$ cat config.mk
export PLATFORM = sky130hd
export DESIGN_NAME = regfile_mp
export DESIGN_NICKNAME = d
export VERILOG_FILES = /design/src/rtl/regfile_mp.sv
export SDC_FILE = /design/constraint.sdc
export NUM_CORES = 1
export LEC_CHECK = 0
export CORE_UTILIZATION = 38
export DETAILED_ROUTE_END_ITERATION = 12
export PLACE_DENSITY = 0.58
export SKIP_CTS_REPAIR_TIMING = 1
export SLEW_MARGIN = 0
export SYNTH_ARGS = -nofsm -noshare
export SYNTH_HDL_FRONTEND = slang
export SYNTH_SLANG_ARGS = --single-unit
$ cat constraint.sdc
create_clock -name clk -period 1.5 [get_ports clk]
set_input_delay 0.15 -clock clk [delete_from_list [all_inputs] [get_ports clk]]
set_output_delay 0.15 -clock clk [all_outputs]
set_load 0.01 [all_outputs]
$ cat src/rtl/regfile_mp.sv
// Multi-port register file: 1 write port, NUM_RD registered read ports (1-cycle latency), write->read bypass.
// busy is high during a background clear. While busy, writes and clr are dropped and reads are still served.
module regfile_mp #(
    parameter int DATA_W   = 16,
    parameter int DEPTH    = 8,
    parameter int ADDR_W   = (DEPTH > 1) ? $clog2(DEPTH) : 1,
    parameter int NUM_RD   = 2,
    parameter int ZERO_REG = 0,
    parameter int BYPASS   = 1
) (
    input  logic                       clk,
    input  logic                       rst,
    input  logic                       wr_en,
    input  logic [ADDR_W-1:0]          wr_addr,
    input  logic [DATA_W-1:0]          wr_data,
    input  logic [NUM_RD-1:0]          rd_en,
    input  logic [NUM_RD*ADDR_W-1:0]   rd_addr,
    output logic [NUM_RD*DATA_W-1:0]   rd_data,
    output logic [NUM_RD-1:0]          rd_valid,
    input  logic                       clr,
    output logic                       busy
);

    localparam logic [0:0] ST_IDLE  = 1'b0;
    localparam logic [0:0] ST_CLEAR = 1'b1;

    localparam int              DEPTH_M1 = DEPTH - 1;
    localparam logic [ADDR_W:0] DEPTH_X  = DEPTH[ADDR_W:0];
    localparam logic [ADDR_W-1:0] LAST_PTR = DEPTH_M1[ADDR_W-1:0];

    logic [DATA_W-1:0]               mem [DEPTH];
    logic [0:0]                      state;
    logic [ADDR_W-1:0]               clr_ptr;
    logic                            busy_q;
    logic                            wr_acc;
    logic [NUM_RD-1:0][ADDR_W-1:0]   ra;
    logic [NUM_RD-1:0][DATA_W-1:0]   rd_val;
    logic [NUM_RD-1:0][DATA_W-1:0]   rd_q;
    logic [NUM_RD-1:0]               vld_q;

    function automatic logic in_range(input logic [ADDR_W-1:0] a);
        return {1'b0, a} < DEPTH_X;
    endfunction

    function automatic logic is_zero_reg(input logic [ADDR_W-1:0] a);
        return (ZERO_REG != 0) && (a == '0);
    endfunction

    assign ra     = rd_addr;
    assign wr_acc = wr_en && !busy_q && in_range(wr_addr) && !is_zero_reg(wr_addr);

    // Out-of-range and zero-register reads never touch the array.
    always_comb begin
        rd_val = '0;
        for (int p = 0; p < NUM_RD; p++) begin
            if (!in_range(ra[p]) || is_zero_reg(ra[p])) begin
                rd_val[p] = '0;
            end else if ((BYPASS != 0) && wr_acc && (wr_addr == ra[p])) begin
                rd_val[p] = wr_data;
            end else begin
                rd_val[p] = mem[ra[p]];
            end
        end
    end

    // wr_acc is already gated by busy, so clear and write never collide.
    always_ff @(posedge clk or negedge rst) begin
        if (!rst) begin
            for (int i = 0; i < DEPTH; i++) begin
                mem[i] <= '0;
            end
        end else if (state == ST_CLEAR) begin
            mem[clr_ptr] <= '0;
        end else if (wr_acc) begin
            mem[wr_addr] <= wr_data;
        end
    end

    always_ff @(posedge clk or negedge rst) begin
        if (!rst) begin
            state   <= ST_IDLE;
            clr_ptr <= '0;
            busy_q  <= 1'b0;
        end else if (state == ST_IDLE) begin
            if (clr) begin
                state   <= ST_CLEAR;
                clr_ptr <= '0;
                busy_q  <= 1'b1;
            end
        end else begin
            if (clr_ptr == LAST_PTR) begin
                state   <= ST_IDLE;
                clr_ptr <= '0;
                busy_q  <= 1'b0;
            end else begin
                clr_ptr <= clr_ptr + 1'b1;
            end
        end
    end

    always_ff @(posedge clk or negedge rst) begin
        if (!rst) begin
            rd_q  <= '0;
            vld_q <= '0;
        end else begin
            for (int p = 0; p < NUM_RD; p++) begin
                vld_q[p] <= rd_en[p];
                if (rd_en[p]) begin
                    rd_q[p] <= rd_val[p];
                end
            end
        end
    end

    assign rd_data  = rd_q;
    assign rd_valid = vld_q;
    assign busy     = busy_q;

endmodule
* Yosys cells after proc, flatten, opt, wreduce, memory -nomap -nowiden
Index checks and enable logic that the tools add are counted.
** Storage, ports and cells
- Register bits :: 167
- Output and inout bits :: 35
** Operators by class
- Add/subtract/negate cells :: 1
- Magnitude comparators :: 6
- Equality and inequality tests :: 4
- Mux-type cells :: 24
- Bitwise logic cells :: 6
- Reductions and logical operators :: 9
** Operators with widths (count)
- 2-to-1 mux 128 bit :: 2
- bitwise AND 128 bit :: 1
- bitwise mux 128 bit :: 1
- 2-to-1 mux 16 bit :: 8
- NOT 128 bit :: 1
- binary-select mux 16 bit (select 3 bit) :: 2
- demux 16 bit (select 3 bit) :: 2
- greater-or-equal comparator 4 bit (second input constant) :: 4
- NOT 3 -> 4 bit :: 4
- 2-to-1 mux 3 bit :: 3
- < comparator 4 x 1 -> 1 bit (second input constant) :: 2
- equality test 3 bit :: 2
- 2-to-1 mux 1 bit :: 6
- logical AND 1 bit :: 5
- nonzero test 2 bit :: 2
- adder 3 x 1 -> 3 bit (second input constant) :: 1
- equality test 3 bit (second input constant) :: 1
- inequality test 2 x 1 -> 1 bit (second input constant) :: 1
- AND reduction 2 bit :: 1
- logical NOT 1 bit :: 1

* Logic depth before layout (Yosys ltp)
Gate-level depths: netlist of the first run.
- Depth after elaboration :: 8
- Gate-level depth with buffers :: 6

* Least setup slack after synthesis of the first run
No wires, ideal clock.
- Path type :: register to register
- Start point :: reg busy_q (netlist: busy)
- End point :: reg rd_q, in the netlist rd_data[0]
- Library setup time :: 0.094 ns
- Arrival time :: 1.632 ns
- Required time :: 1.406 ns
- Slack :: -0.225 ns
- Stages on the path, launching flop included :: 6
- Path buffers :: 2
- Clock period less this slack :: 1.725 ns
- Path through :: dfrtp_1 buf_2 nand2b_1 o41a_1 buf_4 a221oi_2
** Between the ends
- Word-level cells in the longest chain between the ends :: 4
** RTL lines
- from (decl) :: RTL line 34 : logic busy_q;
- from (signal assigned) :: RTL line 83 : busy_q <= 1'b0;
- from (signal assigned) :: RTL line 88 : busy_q <= 1'b1;
- from (signal assigned) :: RTL line 94 : busy_q <= 1'b0;
- logical NOT 1 bit :: RTL line 50 : assign wr_acc = wr_en && !busy_q && in_range(wr_addr) && !is_zero_reg(wr_addr);
- logical AND 1 bit :: RTL line 50
- logical AND 1 bit :: RTL line 58 : end else if ((BYPASS != 0) && wr_acc && (wr_addr == ra[p])) begin
- 2-to-1 mux 16 bit :: RTL line 58
- to (signal, indexed assignment) :: RTL line 109 : rd_q[p] <= rd_val[p];
- to (decl) :: RTL line 38 : logic [NUM_RD-1:0][DATA_W-1:0] rd_q;
No other way between the ends.
A chain may end at the register's enable or synchronous reset.

* Worst setup path after layout of the first run
- Start point :: reg busy_q (netlist: busy)
- End point :: reg mem[114] in the netlist's numbering
** Between the ends
- Word-level cells in the longest chain between the ends :: 3
** RTL lines
- logical NOT 1 bit :: RTL line 50
- logical AND 1 bit :: RTL line 50
- nonzero test 2 bit (no source line)
- to (signal, indexed assignment) :: RTL line 75 : mem[wr_addr] <= wr_data;
- to (decl) :: RTL line 31 : logic [DATA_W-1:0] mem [DEPTH];
No other way between the ends.

==> summary.md, run 1 <==
| Metric | Value |
|---|---|
| Outcome | finished with violations |
| Failing checks | setup timing |
| Largest net degree at the start of global routing | 48 |
| Syn Area/Cell | 14.3 um2 |
| EDFF count, synth | 0 |
| Final ANT Viol Nets | 0 |
| FMAX | 624 MHz |
| Clock Skew | 0.00680 ns |
| Clock buffer depth | 2 |
| Total of max-cap violations | 0 |
| Final hold vios | 0 |
| Post-DP HPWL | 17,300 um |
| Die width | 153 um |
| RD Place Congestion | 0.836 |
| Clock latency on the worst-skew pair | 0.43 ns |
| Root Driver | clkbuf_16 |
| Post-synthesis sequential area ratio | 48.4% |
| CTS tree | built |
| Slew of the pin with the lowest slew margin | 0.425 ns |
| Final period util | 107% |
| Crit-path slowest cell | dfrtp_1 |
| Area delta synth->final | 34.4% |
| Largest area contributor in the netlist | dfrtp_1 |
| Core area | 0.0220 mm2 |
| Post-synth cell types | 45 |
| Worst-path clk slew | 0.07 ns |
| Yosys top cell area share | 48.4% |
| Post-DR vias/cell | 6.26 |
| Final Critical Period | 1.60 ns |
| WP data required | 1.87 ns |
| CP Cell Sequence | buf_12 -> nor4b_4 -> buf_4 -> and2_4 -> clkbuf_16 -> a22o_1 |
| CP max stage delay | 0.41 ns |
| Cell Area, Synth | 0.00863 mm2 |
| Lkg Pwr | 5.67 nW |
| First-pass GRT wire length | 43,000 um |
| Mapped Cells | 602 |
| Clk sinks | 167 |
| Diodes inserted | 0 |
| Post-DP Area | 0.0107 mm2 |
| Chip height | 153 um |
| Top-count cell post-synth | dfrtp_1 |
| Finished Cell Area | 0.0116 mm2 |
| Critical path's top delay family | buffers and inverters |
| Ports | 66 |
| Hold Path Class | input port to asynchronous set/reset pin |
| Worst Setup End Kind | register |
| Number of global-route vias before repair | 7,122 |
| Ys Warns | 0 |
| CP max FO | 11 |
| TNS Setup | -4.30 ns |
| GRT Util Overall | 24.9% |
| Async set or reset register ratio after synthesis | 100% |
| Final Slew Violations | 0 |
| Critical path buffers and inverters | 3 |
| Die footprint | 0.0233 mm2 |
| Number of fillers in the final layout | 1,787 |
| Initial Util | 39.2% |
| Power Density | 1270 mW/mm2 |
| Gr ovfl total | 0 |
| Critical Path AT | 1.98 ns |
| Nets | 797 |
| Row count | 54 |
| Number of I/O port buffers | 65 |
| Total CTS buffers | 17 |
| H-tree Lvls | 4 |
| Drt drc | 0 |
| Area contributors post-synth | dfrtp_1, mux4_2, a22o_1 |
| Initial DRC count | 540 |
| Drt first pass iters | 7 |
| Detailed Route WL | 28,300 um |
| Worst Setup Start Kind | register |
| Via Count | 6,616 |
| Final setup fails | 98 |
| Syn Nets | 635 |
| Max VDD drop | 1.15 mV |
| Initial antenna violation count | 0 |
| Setup ws final | -0.104 ns |
| RSZ-0062 raised after global routing | yes |
| Post-synth top cells | dfrtp_1, a22o_1, mux4_2 |
| Slew headroom | 71.6% |
| Top_reg_cell synth | dfrtp_1 |
| Worst Path Class, Setup | register to register |
| Layout cells sized above 1 | 38.4% |
| Seq cells post-synth | 167 |
| Routed WL per cell | 26.7 um |
[cells by family after synthesis]
| group | after synthesis | share of synthesized area [%] |
|---|---|---|
| flip-flops | 167 | 48.4 |
| multiplexers | 97 | 21.2 |
| AO/OA/AOI/OAI | 174 | 18.9 |
| AND/OR/NAND/NOR | 68 | 4.92 |
| buffers and inverters | 88 | 5.61 |
| adder cells (fa/ha/maj) | 2 | 0.290 |
| XOR/XNOR | 6 | 0.609 |
[sequential cells by signal, indices dropped and copies added, names as in the netlist]
register and flops:
rd_data 32, busy 1, mem 128, clr_ptr 3, rd_valid 2, state 1
[final cells by class]
class / count / area (um2) / share of cell area [%]
Clock buffer: 21 / 480 / 4.14
Tap cell: 280 / 350 / 3.02
Clock inverter: 11 / 121 / 1.05
Timing Repair Buffer: 213 / 2270 / 19.6
Inverter: 18 / 67.6 / 0.583
Sequential cell: 167 / 4180 / 36.1
Multi-Input combinational cell: 347 / 4120 / 35.6
[worst register-to-register path, delay by kind of cell (launching register included)]
| family | cells | cell delay (ns) |
|---|---|---|
| buf+inv | 3 | 0.53 |
| simple gates | 2 | 0.45 |
| flops | 1 | 0.41 |
| compound gates | 1 | 0.15 |
[worst paths after layout]
check                      startpoint         end  slack, ns  cells past startpoint
setup / recovery                 busy    mem[114]      -0.10                      6
hold / removal                    rst    mem[100]       0.20                      2
setup reg to reg                 busy    mem[114]      -0.10                      6
hold reg to reg               mem[79]     mem[79]       0.52                      1
max in group asynchronous         rst     mem[89]       0.68                      3
min in group clk           wr_data[5]  rd_data[5]       0.35                      3
[power by group]
group	total (W)	leakage [nW]	internal, W	switching, W
Sequential	0.00567	2.27	0.00514	0.000533
Clock	0.00448	0.295	0.00263	0.00186
Combinational	0.00456	3.10	0.00234	0.00223
[per-layer routing]
metal / part of all wire (%) / vias up / track usage (%) / wire length (um)
li1: - / 2732 / - / -
met1: 41 / 3485 / 32.1 / 11700
met2: 48 / 326 / 39.8 / 13600
met3: 7.4 / 73 / 5.83 / 2100
met4: 3.1 / 0 / 11.4 / 886
met5: 0 / - / 0 / 0
[through the flow]
| stage | setup WS, ns | instances | hold WS, ns | total power, W | util [%] |
|---|---|---|---|---|---|
| finish | -0.104 | 1057 | 0.195 | 0.0147 | 52.6 |
| global route | -0.159 | 1057 | 0.247 | 0.0153 | 52.6 |
| CTS | -0.242 | 1047 | -0.370 | 0.0147 | 51.3 |
| detailed placement | -0.649 | 1015 | 0.0873 | 0.0102 | 48.6 |
| global placement | -0.597 | 1015 | 0.0797 | 0.0100 | 48.6 |
| floorplan | -0.0625 | 602 | -0.146 | 0.00788 | - |
[cells in the final DEF (no fill, tap or decap), types with 4 or more instances in the layout]
cell type / n
mux4_2: 54
xor2_1: 6
dfrtp_1: 166
nor2_1: 27
clkbuf_8: 4
a21oi_2: 5
mux2_2: 6
a221oi_2: 20
inv_1: 18
a221o_1: 9
buf_2: 4
dlymetal6s2s_1: 30
mux2i_1: 23
buf_12: 32
nor2b_1: 9
clkdlybuf4s50_1: 30
mux4_4: 4
clkbuf_16: 19
buf_4: 110
a22o_1: 128
mux4_1: 6
clkinv_2: 4
Power figures use the tool's default switching activity.
==> run 2, diff against run 1 <==
- CORE_UTILIZATION: 38 -> 35
- PLACE_DENSITY: 0.58 -> 0.54
==> run 2 against run 1 <==
Compared with the run above:
- the run still ends with setup timing left
- first-iteration DRC count up 17%
- critical path depth down 3
- die area up 8.5%
- sequential share of layout area down 0.52 points
- clock power down 3%
- final area up 1.5%
- critical path type unchanged
- largest cell class unchanged
==> summary.md, run 2 (synthesized netlist as in run 1, its figures left out) <==
| Metric | Value |
|---|---|
| Failing checks | setup timing |
| Total CTS buffers | 17 |
| Area delta synth->final | 36.4% |
| Diodes inserted | 0 |
| Gr busiest metal | met2 |
| Die footprint | 0.0253 mm2 |
| RSZ-0062 raised after global routing | yes |
| Multi-input logic area | 0.00410 mm2 |
| Layout cells sized above 1 | 39.2% |
| Drt drc | 0 |
| Outcome | finished with violations |
| CTS tree | built |
| Final ANT Viol Nets | 0 |
| Drt first pass iters | 5 |
| Final period util | 107% |
| Worst Setup End Kind | register |
| Cell internal pwr | 0.0101 W |
| Ports | 66 |
| Total of max-cap violations | 0 |
| Net Sw Power | 0.00472 W |
| Max VDD drop | 0.813 mV |
| CP max FO | 2 |
| Power Density | 1260 mW/mm2 |
| First-pass GRT wire length | 45,000 um |
| Commonest non-fill, non-tap cells in the layout | dfrtp_1, buf_4, a22o_1 |
| Gr ovfl total | 0 |
| Max reg flops | 128 |
| Lkg Pwr | 5.79 nW |
| Via Count | 6,647 |
| Clock share of power | 29.2% |
| Post-Place Cells | 1,074 |
| Worst-path clk slew | 0.07 ns |
| Number of global-route vias before repair | 7,182 |
| Met1 Track Usage GR | 32.1% |
| FF+latch area | 0.00418 mm2 |
| Core area | 0.0242 mm2 |
| Final std cells w/o fill | 1,123 |
| Clk sinks | 167 |
| Final setup fails | 138 |
| Final hold vios | 0 |
| Worst hold margin | 0.214 ns |
| Final Slew Violations | 0 |
| RD Place Congestion | 0.792 |
| CP Launch Point | mem[11] |
| GR Layer Usage met3 | 4.82% |
| Most common cell after layout, fill and taps aside | dfrtp_1 |
| Number of I/O port buffers | 65 |
| Post-DP HPWL | 18,400 um |
| Nets | 819 |
| Largest reg by FF count | mem |
| GRT Util Overall | 24.0% |
| Worst Path Class, Setup | register to register |
| Row count | 57 |
| Initial DRC count | 633 |
| Clock Skew | 0.00837 ns |
| Worst Setup Start Kind | register |
| R2R depth | 3 |
| H-tree Lvls | 4 |
| Critical Path AT | 1.90 ns |
| Worst r2r src | mem[11] |
| Detailed Route WL | 29,900 um |
| Post-DR vias/cell | 5.92 |
| CP Cell Sequence | mux4_2 -> mux2_4 -> a221o_1 |
| Largest net degree at the start of global routing | 42 |
| Setup ws final | -0.101 ns |
| Routed WL per cell | 26.6 um |
| Post-Place Setup Slack | -0.502 ns |
| FMAX | 625 MHz |
| Initial Util | 35.6% |
| Hold Path Class | input port to asynchronous set/reset pin |
| WP data required | 1.80 ns |
| Met2 GRT Util | 38.7% |
| Die width | 159 um |
| Clock latency on the worst-skew pair | 0.42 ns |
| Crit-path slowest cell | mux4_2 |
| Flop pwr share | 38.3% |
| Chip height | 159 um |
| Sw frac | 31.8% |
| Logic pwr share | 32.5% |
| Root Driver | clkbuf_16 |
| CP max stage delay | 0.49 ns |
| Clock buffer depth | 2 |
| Number of fillers in the final layout | 2,106 |
| Initial antenna violation count | 0 |
| Slew of the pin with the lowest slew margin | 0.490 ns |
| Slew headroom | 67.2% |
| Final Critical Period | 1.60 ns |
[run 2: worst paths after layout]
check / endpoint / slack [ns]
max in group asynchronous: mem[16] / 0.69
worst max register to register: rd_data[27] / -0.10
worst min-delay path: mem[88] / 0.21
min in group clk: state / 0.39
worst min register to register: mem[66] / 0.52
worst max-delay path: rd_data[27] / -0.10
[run 2: cell type report]
type | count | share of cell area (%)
clock inverter | 6 | 0.542
tap | 324 | 3.45
timing repair buffer | 235 | 20.7
inverter | 18 | 0.574
sequential | 167 | 35.5
clock buffer | 26 | 4.33
multi-input combinational | 347 | 34.9
[run 2: power by group through the flow]
stage	Combinational, W	Sequential, W	Clock, W
2_1_floorplan	0.00224	0.00564	0
3_3_place_gp	0.00446	0.00570	0
3_5_place_dp	0.00455	0.00574	0
4_1_cts	0.00457	0.00567	0.00440
5_1_grt	0.00507	0.00577	0.00460
6_report	0.00482	0.00568	0.00434
[run 2: stage by stage]
step	TNS, ns	total power (W)	area [um2]	util [%]
2_1_floorplan	-1.25	0.00788	8750	-
3_3_place_gp	-57.23	0.0102	10800	44.5
3_5_place_dp	-59.61	0.0103	10800	44.5
6_report	-7.04	0.0148	11800	48.5
4_1_cts	-10.26	0.0146	11400	46.9
5_1_grt	-14.87	0.0154	11800	48.5
[run 2: metal layers]
layer  vias to the layer above  share of wire, %  routed length (um)
li1                       2769                 -                   -
met4                         0               3.0                 905
met2                       297                48               14200
met3                        67               7.0                2100
met5                         -                 0                   0
met1                      3514                42               12700
[run 2: worst max-delay path: cells and delay by family (launching register included)]
| family | cells | cell delay [ns] |
|---|---|---|
| AO/OA/AOI/OAI | 1 | 0.34 |
| multiplexers | 2 | 0.76 |
| flip-flops | 1 | 0.38 |
==> run 3, diff against run 2 <==
- CTS_CLUSTER_DIAMETER: not set -> 150
==> results of run 3 <==
Final layout, timing and power as in run 2 (identical DEF).
